--- src/rtl/ps2_mouse_host_ctrl_pkg.sv ---
// ---------------------------------------------------------------------------
// ps2_mouse_host_ctrl_pkg
//   Shared constants and types for the host-side PS/2 mouse controller:
//   host command bytes, device reply bytes, host-controller FSM state
//   encoding and a small saturating-increment helper.
//   No ports (package).
// ---------------------------------------------------------------------------
package ps2_mouse_host_ctrl_pkg;

   // Host -> device commands
   localparam logic [7:0] PS2_CMD_RESET_CMD       = 8'hFF;
   localparam logic [7:0] PS2_CMD_SET_STREAM_MODE = 8'hEA;
   localparam logic [7:0] PS2_CMD_ENABLE_REPORT   = 8'hF4;

   // Device -> host replies
   localparam logic [7:0] PS2_RD_ACK    = 8'hFA;
   localparam logic [7:0] PS2_RD_PASS   = 8'hAA;
   localparam logic [7:0] PS2_RD_RESEND = 8'hFE;
   localparam logic [7:0] PS2_RD_ERROR  = 8'hFC;

   // Host-controller FSM states. The encoding is visible on the fsm_state
   // debug port, so keep it stable.
   typedef enum logic [3:0] {
      ST_SEND_RESET   = 4'd0,
      ST_WAIT_ACK_RST = 4'd1,
      ST_WAIT_BAT     = 4'd2,
      ST_WAIT_ID      = 4'd3,
      ST_SEND_STREAM  = 4'd4,
      ST_WAIT_ACK_STR = 4'd5,
      ST_SEND_ENABLE  = 4'd6,
      ST_WAIT_ACK_EN  = 4'd7,
      ST_PKT_B1       = 4'd8,
      ST_PKT_B2       = 4'd9,
      ST_PKT_B3       = 4'd10,
      ST_ERROR        = 4'd11
   } host_state_t;

   // 8-bit increment that sticks at 0xFF.
   function automatic logic [7:0] sat_inc8(input logic [7:0] v);
      return (v == 8'hFF) ? v : v + 8'd1;
   endfunction

endpackage

--- src/rtl/ps2_mouse_host_ctrl_resp_timer.sv ---
// ---------------------------------------------------------------------------
// ps2_mouse_host_ctrl_resp_timer
//   32-bit up-counter with synchronous clear and a terminal-count compare.
//   The count sticks at all-ones so a very long idle period cannot wrap
//   around and drop the expired indication.
// Ports
//   clk      in   1   system clock
//   rst      in   1   synchronous, active-high reset
//   clr      in   1   restart counting from zero on the next edge
//   limit    in  32   terminal count; expired while count >= limit
//   expired  out  1   count has reached limit
// ---------------------------------------------------------------------------
module ps2_mouse_host_ctrl_resp_timer (
   input  logic        clk,
   input  logic        rst,
   input  logic        clr,
   input  logic [31:0] limit,
   output logic        expired
);

   logic [31:0] count;

   always_ff @(posedge clk) begin
      if (rst || clr) begin
         count <= '0;
      end else if (count != '1) begin
         count <= count + 32'd1;
      end
   end

   assign expired = (count >= limit);

endmodule

--- src/rtl/ps2_mouse_host_ctrl.sv ---
// ---------------------------------------------------------------------------
// ps2_mouse_host_ctrl
//   Host-side PS/2 mouse controller sitting above the rx/tx PHY. Runs the
//   init handshake (reset, self-test, ID, stream mode, enable reporting),
//   then frames 3-byte movement packets into signed dx/dy and buttons.
//   Handles resend requests, init retries and response/byte-gap timeouts.
//
// Handshake to the PHY: tx_stb is a single-cycle write that is only issued
//   while tx_ready=1; the byte is considered accepted on that cycle and the
//   controller then waits for the tx_done pulse. rx_done is a single-cycle
//   qualifier for rx_data with no back-pressure.
//
// Ports
//   clk           in   1  system clock
//   rst           in   1  synchronous, active-high reset
//   reinit        in   1  pulse: abort and restart init, retry count cleared
//   tx_data       out  8  command byte to PHY
//   tx_stb        out  1  one-cycle write strobe to PHY
//   tx_ready      in   1  PHY can accept tx_stb
//   tx_done       in   1  PHY finished sending a byte
//   rx_data       in   8  received byte
//   rx_done       in   1  rx_data valid
//   init_done     out  1  init complete, streaming active
//   error         out  1  retries exhausted or 0xFC received
//   device_id     out  8  ID byte captured after self-test
//   packet_valid  out  1  pulse: dx/dy/buttons updated this cycle
//   buttons       out  3  {middle,right,left}
//   dx, dy        out  9  two's-complement movement {sign,byte}
//   x_ovf, y_ovf  out  1  overflow bits of last packet
//   sync_err_cnt  out  8  saturating count of discarded bytes/packets
//   fsm_state     out  4  current FSM state (debug)
// ---------------------------------------------------------------------------
module ps2_mouse_host_ctrl
   import ps2_mouse_host_ctrl_pkg::*;
#(
   parameter logic [31:0] RESP_TIMEOUT_CYCLES = 32'd1_000_000,
   parameter logic [31:0] BYTE_GAP_CYCLES     = 32'd100_000,
   parameter int          MAX_RETRIES         = 3
) (
   input  logic       clk,
   input  logic       rst,
   input  logic       reinit,
   output logic [7:0] tx_data,
   output logic       tx_stb,
   input  logic       tx_ready,
   input  logic       tx_done,
   input  logic [7:0] rx_data,
   input  logic       rx_done,
   output logic       init_done,
   output logic       error,
   output logic [7:0] device_id,
   output logic       packet_valid,
   output logic [2:0] buttons,
   output logic [8:0] dx,
   output logic [8:0] dy,
   output logic       x_ovf,
   output logic       y_ovf,
   output logic [7:0] sync_err_cnt,
   output logic [3:0] fsm_state
);

   localparam logic [7:0] MAX_RETRY_CNT = 8'(MAX_RETRIES);

   host_state_t state, state_nxt;
   logic        sent;        // strobe issued in the current SEND state
   logic        retry_req;   // init attempt failed this cycle
   logic [7:0]  retry_cnt;
   logic [31:0] timer_limit;
   logic        timer_clr;
   logic        timeout;
   logic        sync_inc;

   // First packet byte, held until the third byte completes the packet.
   logic [2:0]  hdr_btn;
   logic        hdr_xs, hdr_ys, hdr_xo, hdr_yo;
   logic [7:0]  b2_q;

   assign fsm_state = state;

   // ---------------- state register ----------------
   always_ff @(posedge clk) begin
      if (rst) begin
         state <= ST_SEND_RESET;
      end else begin
         state <= state_nxt;
      end
   end

   // ---------------- next-state logic ----------------
   // Priority: reinit, then rx_done, then timeout. Bytes arriving in a SEND
   // state are ignored because those states never look at rx_done.
   always_comb begin
      state_nxt = state;
      retry_req = 1'b0;
      if (reinit) begin
         state_nxt = ST_SEND_RESET;
      end else begin
         unique case (state)
            ST_SEND_RESET:  if (sent && tx_done) state_nxt = ST_WAIT_ACK_RST;
            ST_SEND_STREAM: if (sent && tx_done) state_nxt = ST_WAIT_ACK_STR;
            ST_SEND_ENABLE: if (sent && tx_done) state_nxt = ST_WAIT_ACK_EN;

            ST_WAIT_ACK_RST: begin
               if (rx_done) begin
                  if (rx_data == PS2_RD_ACK)         state_nxt = ST_WAIT_BAT;
                  else if (rx_data == PS2_RD_RESEND) state_nxt = ST_SEND_RESET;
                  else if (rx_data == PS2_RD_ERROR)  state_nxt = ST_ERROR;
                  else                               retry_req = 1'b1;
               end else if (timeout) begin
                  retry_req = 1'b1;
               end
            end

            ST_WAIT_ACK_STR: begin
               if (rx_done) begin
                  if (rx_data == PS2_RD_ACK)         state_nxt = ST_SEND_ENABLE;
                  else if (rx_data == PS2_RD_RESEND) state_nxt = ST_SEND_STREAM;
                  else if (rx_data == PS2_RD_ERROR)  state_nxt = ST_ERROR;
                  else                               retry_req = 1'b1;
               end else if (timeout) begin
                  retry_req = 1'b1;
               end
            end

            ST_WAIT_ACK_EN: begin
               if (rx_done) begin
                  if (rx_data == PS2_RD_ACK)         state_nxt = ST_PKT_B1;
                  else if (rx_data == PS2_RD_RESEND) state_nxt = ST_SEND_ENABLE;
                  else if (rx_data == PS2_RD_ERROR)  state_nxt = ST_ERROR;
                  else                               retry_req = 1'b1;
               end else if (timeout) begin
                  retry_req = 1'b1;
               end
            end

            ST_WAIT_BAT: begin
               if (rx_done) begin
                  if (rx_data == PS2_RD_PASS) state_nxt = ST_WAIT_ID;
                  else                        retry_req = 1'b1;
               end else if (timeout) begin
                  retry_req = 1'b1;
               end
            end

            ST_WAIT_ID: begin
               if (rx_done)      state_nxt = ST_SEND_STREAM;
               else if (timeout) retry_req = 1'b1;
            end

            // Bit 3 of a real first byte is always 1; anything else is
            // treated as lost framing and discarded in place.
            ST_PKT_B1: if (rx_done && rx_data[3]) state_nxt = ST_PKT_B2;

            ST_PKT_B2: begin
               if (rx_done)      state_nxt = ST_PKT_B3;
               else if (timeout) state_nxt = ST_PKT_B1;
            end

            ST_PKT_B3: begin
               if (rx_done || timeout) state_nxt = ST_PKT_B1;
            end

            ST_ERROR: state_nxt = ST_ERROR;

            default: state_nxt = ST_SEND_RESET;
         endcase

         if (retry_req) begin
            state_nxt = (retry_cnt == MAX_RETRY_CNT) ? ST_ERROR : ST_SEND_RESET;
         end
      end
   end

   // ---------------- output logic ----------------
   always_comb begin
      tx_data     = 8'h00;
      tx_stb      = 1'b0;
      timer_limit = RESP_TIMEOUT_CYCLES;
      error       = (state == ST_ERROR);
      unique case (state)
         ST_SEND_RESET: begin
            tx_data = PS2_CMD_RESET_CMD;
            tx_stb  = !sent && tx_ready;
         end
         ST_SEND_STREAM: begin
            tx_data = PS2_CMD_SET_STREAM_MODE;
            tx_stb  = !sent && tx_ready;
         end
         ST_SEND_ENABLE: begin
            tx_data = PS2_CMD_ENABLE_REPORT;
            tx_stb  = !sent && tx_ready;
         end
         ST_PKT_B2, ST_PKT_B3: timer_limit = BYTE_GAP_CYCLES;
         default: ;
      endcase
      // Keep the PHY interface quiet while reset is held.
      if (rst) begin
         tx_data = 8'h00;
         tx_stb  = 1'b0;
         error   = 1'b0;
      end
   end

   // ---------------- strobe tracking and retry counter ----------------
   always_ff @(posedge clk) begin
      if (rst || reinit || (state_nxt != state)) begin
         sent <= 1'b0;
      end else if (tx_stb) begin
         sent <= 1'b1;
      end
   end

   always_ff @(posedge clk) begin
      if (rst || reinit) begin
         retry_cnt <= 8'd0;
      end else if (retry_req && (retry_cnt != MAX_RETRY_CNT)) begin
         retry_cnt <= retry_cnt + 8'd1;
      end
   end

   // ---------------- response / byte-gap timer ----------------
   assign timer_clr = reinit || rx_done || (state_nxt != state);

   ps2_mouse_host_ctrl_resp_timer u_timer (
      .clk     (clk),
      .rst     (rst),
      .clr     (timer_clr),
      .limit   (timer_limit),
      .expired (timeout)
   );

   // ---------------- capture registers ----------------
   // A discarded byte in PKT_B1 and a dropped partial packet both count
   // as one sync error.
   assign sync_inc = !reinit &&
                     (((state == ST_PKT_B1) && rx_done && !rx_data[3]) ||
                      (((state == ST_PKT_B2) || (state == ST_PKT_B3)) && !rx_done && timeout));

   always_ff @(posedge clk) begin
      if (rst) begin
         init_done    <= 1'b0;
         device_id    <= 8'h00;
         packet_valid <= 1'b0;
         buttons      <= 3'b000;
         dx           <= 9'h000;
         dy           <= 9'h000;
         x_ovf        <= 1'b0;
         y_ovf        <= 1'b0;
         sync_err_cnt <= 8'h00;
         hdr_btn      <= 3'b000;
         hdr_xs       <= 1'b0;
         hdr_ys       <= 1'b0;
         hdr_xo       <= 1'b0;
         hdr_yo       <= 1'b0;
         b2_q         <= 8'h00;
      end else begin
         packet_valid <= 1'b0;

         if (sync_inc) begin
            sync_err_cnt <= sat_inc8(sync_err_cnt);
         end

         if (reinit || (state_nxt == ST_ERROR)) begin
            init_done <= 1'b0;
         end else if ((state == ST_WAIT_ACK_EN) && (state_nxt == ST_PKT_B1)) begin
            init_done <= 1'b1;
         end

         if (!reinit && rx_done) begin
            if (state == ST_WAIT_ID) begin
               device_id <= rx_data;
            end
            if ((state == ST_PKT_B1) && rx_data[3]) begin
               hdr_yo  <= rx_data[7];
               hdr_xo  <= rx_data[6];
               hdr_ys  <= rx_data[5];
               hdr_xs  <= rx_data[4];
               hdr_btn <= rx_data[2:0];
            end
            if (state == ST_PKT_B2) begin
               b2_q <= rx_data;
            end
            if (state == ST_PKT_B3) begin
               buttons      <= hdr_btn;
               x_ovf        <= hdr_xo;
               y_ovf        <= hdr_yo;
               dx           <= {hdr_xs, b2_q};
               dy           <= {hdr_ys, rx_data};
               packet_valid <= 1'b1;
            end
         end
      end
   end

endmodule

--- config.mk ---
export PLATFORM = sky130hd
export DESIGN_NAME = ps2_mouse_host_ctrl
export DESIGN_NICKNAME = d
export VERILOG_FILES = /design/src/rtl/ps2_mouse_host_ctrl_pkg.sv /design/src/rtl/ps2_mouse_host_ctrl_resp_timer.sv /design/src/rtl/ps2_mouse_host_ctrl.sv
export SDC_FILE = /design/constraint.sdc
export NUM_CORES = 1
export LEC_CHECK = 0
export BUFFER_PORTS_ARGS = -buffer_cell sky130_fd_sc_hd__buf_2
export CAP_MARGIN = 5
export CORE_UTILIZATION = 62
export CTS_CLUSTER_DIAMETER = 30
export CTS_CLUSTER_SIZE = 10
export DETAILED_ROUTE_END_ITERATION = 10
export PLACE_DENSITY = 0.92
export SKIP_LAST_GASP = 1
export SLEW_MARGIN = 0
export SYNTH_ARGS = -nofsm -noshare
export SYNTH_HDL_FRONTEND = slang
export SYNTH_SLANG_ARGS = --single-unit
--- constraint.sdc ---
create_clock -name clk -period 8 [get_ports clk]
set_input_delay 0.8 -clock clk [delete_from_list [all_inputs] [get_ports clk]]
set_output_delay 0.8 -clock clk [all_outputs]
set_load 0.05 [all_outputs]
==> results.md <==
* Status: finished, final reports clean
* TNS Setup at 0 ns
* FMAX at 0.206 GHz
* Initial Util at 65.7%
* DIE HEIGHT at ~93 um
* Simple logic cell fraction of the synthesized area at a little under a third
* Post-CTS Setup Bufs at 0
* H-tree depth at 3
* Via density at ~6.2
* Post-DRT Antenna Nets at 0
* Synth unique cells at 60
* Top FF cell, synth: dfxtp_1
* CTS Buffer Depth at 2
* Final std cells w/o fill at ~750
* Most common cell in the synthesized netlist: dfxtp_1
* Clk root buf: clkbuf_8
* GRT overflow at 0
* N_diodes at 0
* Fin nets at about 670
* Initial DRT Pass Iterations at 6
* Adder-cell share of the synthesized area at under 10%
* Total detailed-routing wirelength at between 10000 and 15000 um
* CP arrival at between 5 and 6 ns
* Syn_area_per_cell at between 8 and 9 um^2
* CP Launch Type: flip-flop
* Largest net degree at the start of global routing at 64
* Number of synthesized flops with an enable pin at 0
* Critical path class: reg2reg
* FF-to-FF path depth at 12
* Top post-synthesis cells by area: dfxtp_1 39%, nor4_2 6.8%, nand2_1 5.4%
* Via count at about 4600
* Hold path endpoint: buttons[2]
* Hold WC Path Type: reg2reg
* VDD IR max at slightly below 0.1 mV
* Clk slew on worst S/H paths at roughly 0.11 ns
* I/O Buffers at slightly below 70
* Min-delay src: hdr_btn[2]
* Multi-input logic area at 2930 um^2
* Post-DP HPWL at 8260 um
* Worst Clk Skew at ~0.014 ns
* Clk_lat worst skew at 0.38 ns
* Routability Congestion at 0.994
* Largest family of logic cells by synthesized area: simple AND/OR/NAND/NOR gates
* IO Pins at 69
* Origin of the critical flop-to-flop path: fsm_state[3]
* CP startpoint: fsm_state[3]
* Crit. End Element: flip-flop
* Die W at roughly 93 um
* Worst slew pin tran at between 1 and 1.5 ns
* Hold Buf Count CTS at 0
* Finish-stage setup viols at 0
* Fill cell count at just under 600
* Post-CTS Resized at 0
* PnR Total Power at approximately 900 uW
* Post-route setup slack at ~3.1 ns
* Synth top area share at between 30 and 40%
* # rows at 32
* Mapped Area at 5180 um^2
* R2r endpoint: u_timer.count[24]
* R2R Setup Slk at ~3.1 ns
* Pwr Density at 155 nW/um^2
* Fraction of layout cells with a size suffix above 1 at 20.4%
* Post-synth top cells: 101 x dfxtp_1, 74 x nand2_1, 68 x nor2_1
* Worst slack, placed at roughly 3.3 ns
* Worst slew margin at 24.1%
* Synthesized flop and latch total at approximately 100
* Post-synthesis xor/xnor area fraction at 7.77%
* RSZ-0062 raised after global routing: false
* Period Utilization, post-route at roughly 60%
* Maxcap violations at 0
* Area grow syn2layout at 9.80%
* Dpl cells at about 730
* Initial DRC count at about 480
* Syn nets at around 620
* WHS at 0.450 ns
* Vias in the first global route at around 4400
* Hold path depth at 2
* FF+latch area at about 2000 um^2
* Synth warnings at 0
* Lkg Pwr at between 0.002 and 0.0025 uW
* Final Hold Vio Count at 0
* Slew Viols, Final at 0
* DR WL/cell at roughly 16 um
* DIE AREA at about 8700 um^2
* Mapped Cells at about 600
* Worst Path Required at 8.27 ns
* Post-synth ARST share at 0%
* Gr usage total at a little under 30%
* Drc violations at 0
* Synth Area in Compound Gates at 9.49%
* CTS buffer count at 9
* TritonCTS clock tree: yes
* Mux contribution to synthesized area at ~5%
* Antenna violations before repair at 0
* First-pass GRT wire length at between 20000 and 25000 um
* Core Region at between 7000 and 8000 um^2
* # clock sinks at between 100 and 150
* Cell taking the most area after synthesis: dfxtp_1
* Tmin final at just under 5 ns
* CP max FO at 33
* Seq/Total Area, Yosys at roughly two fifths
cell type report:
class	instances	area share, %
tap	102	2.24
sequential	101	35.5
inverter	13	0.858
timing repair buffer	71	6.38
multi-input combinational	446	51.5
clock buffer	9	2.18
clock inverter	7	1.30
cell usage in the layout (no fill, tap or decap), drive strengths merged, types with 3 or more instances in the layout:
master	count
nand2	74
nor3b	3
nor2	68
dfxtp	101
or3	8
a21oi	33
a211oi	6
inv	17
xnor2	25
nand3	20
and4	5
ha	9
a31oi	5
mux2i	25
nand2b	5
buf	71
xor2	21
and2	4
clkinv	3
clkbuf	9
nor2b	5
o21ai	6
nor4	36
nor3	29
nand4	13
a2111oi	4
and3	10
or2	5
or4	3
metrics by stage:
step	util [%]	area [um^2]
2_1_floorplan	-	5180
3_3_place_gp	69.6	5490
3_5_place_dp	69.6	5490
4_1_cts	72.1	5690
5_1_grt	72.1	5690
6_report	72.1	5690
worst max-delay path, stage by stage (launching register included):
cell and delay, ns:
dfxtp_1 0.63, nand2b_1 0.43, nor2_1 0.51, inv_1 0.18, ha_1 0.36, and2_1 0.18
a311o_1 0.37, a2111oi_1 0.43, a22oi_1 0.17, a211oi_2 0.35, a31oi_1 0.15, o32a_2 0.55
nor4_2 0.43
cells by family after synthesis:
kind of cell	count (synthesis)
mux	25
simple gates	293
xor+xnor	46
buf+inv	52
fa+ha+maj	10
flops	101
compound gates	72
routing by layer:
metal | up-vias | part of all wire [%] | global-route usage (%)
met4 | 0 | 1.7 | 10.1
li1 | 2204 | - | -
met1 | 2169 | 42 | 36.2
met3 | 33 | 8.0 | 6.75
met2 | 216 | 48 | 49.1
met5 | - | 0 | 0
sequential cells by signal (all words and copies together), names as in the netlist:
signal,flops
b2_q,8
buttons,3
device_id,8
dx,9
dy,9
fsm_state,4
hdr_btn,3
hdr_xo,1
hdr_xs,1
hdr_yo,1
hdr_ys,1
init_done,1
packet_valid,1
retry_cnt,8
sent,1
sync_err_cnt,8
u_timer.count,32
x_ovf,1
y_ovf,1
power by group:
| part | internal, uW | switching (uW) | leakage [uW] |
|---|---|---|---|
| Combinational | 10.1 | 40.4 | 0.00121 |
| Clock | 124 | 203 | 0.000101 |
| Sequential | 503 | 0.793 | 0.000813 |
worst max-delay path by stage:
stage,endpoint,slack (ns),cells past startpoint
6_report,u_timer.count[24],3.14,12
5_1_grt,u_timer.count[24],2.68,12
4_1_cts,u_timer.count[24],3.20,12
3_5_place_dp,u_timer.count[1],3.31,12
3_3_place_gp,sent,3.65,12
2_1_floorplan,u_timer.count[24],4.22,14
(Power assumes the default switching activity.)
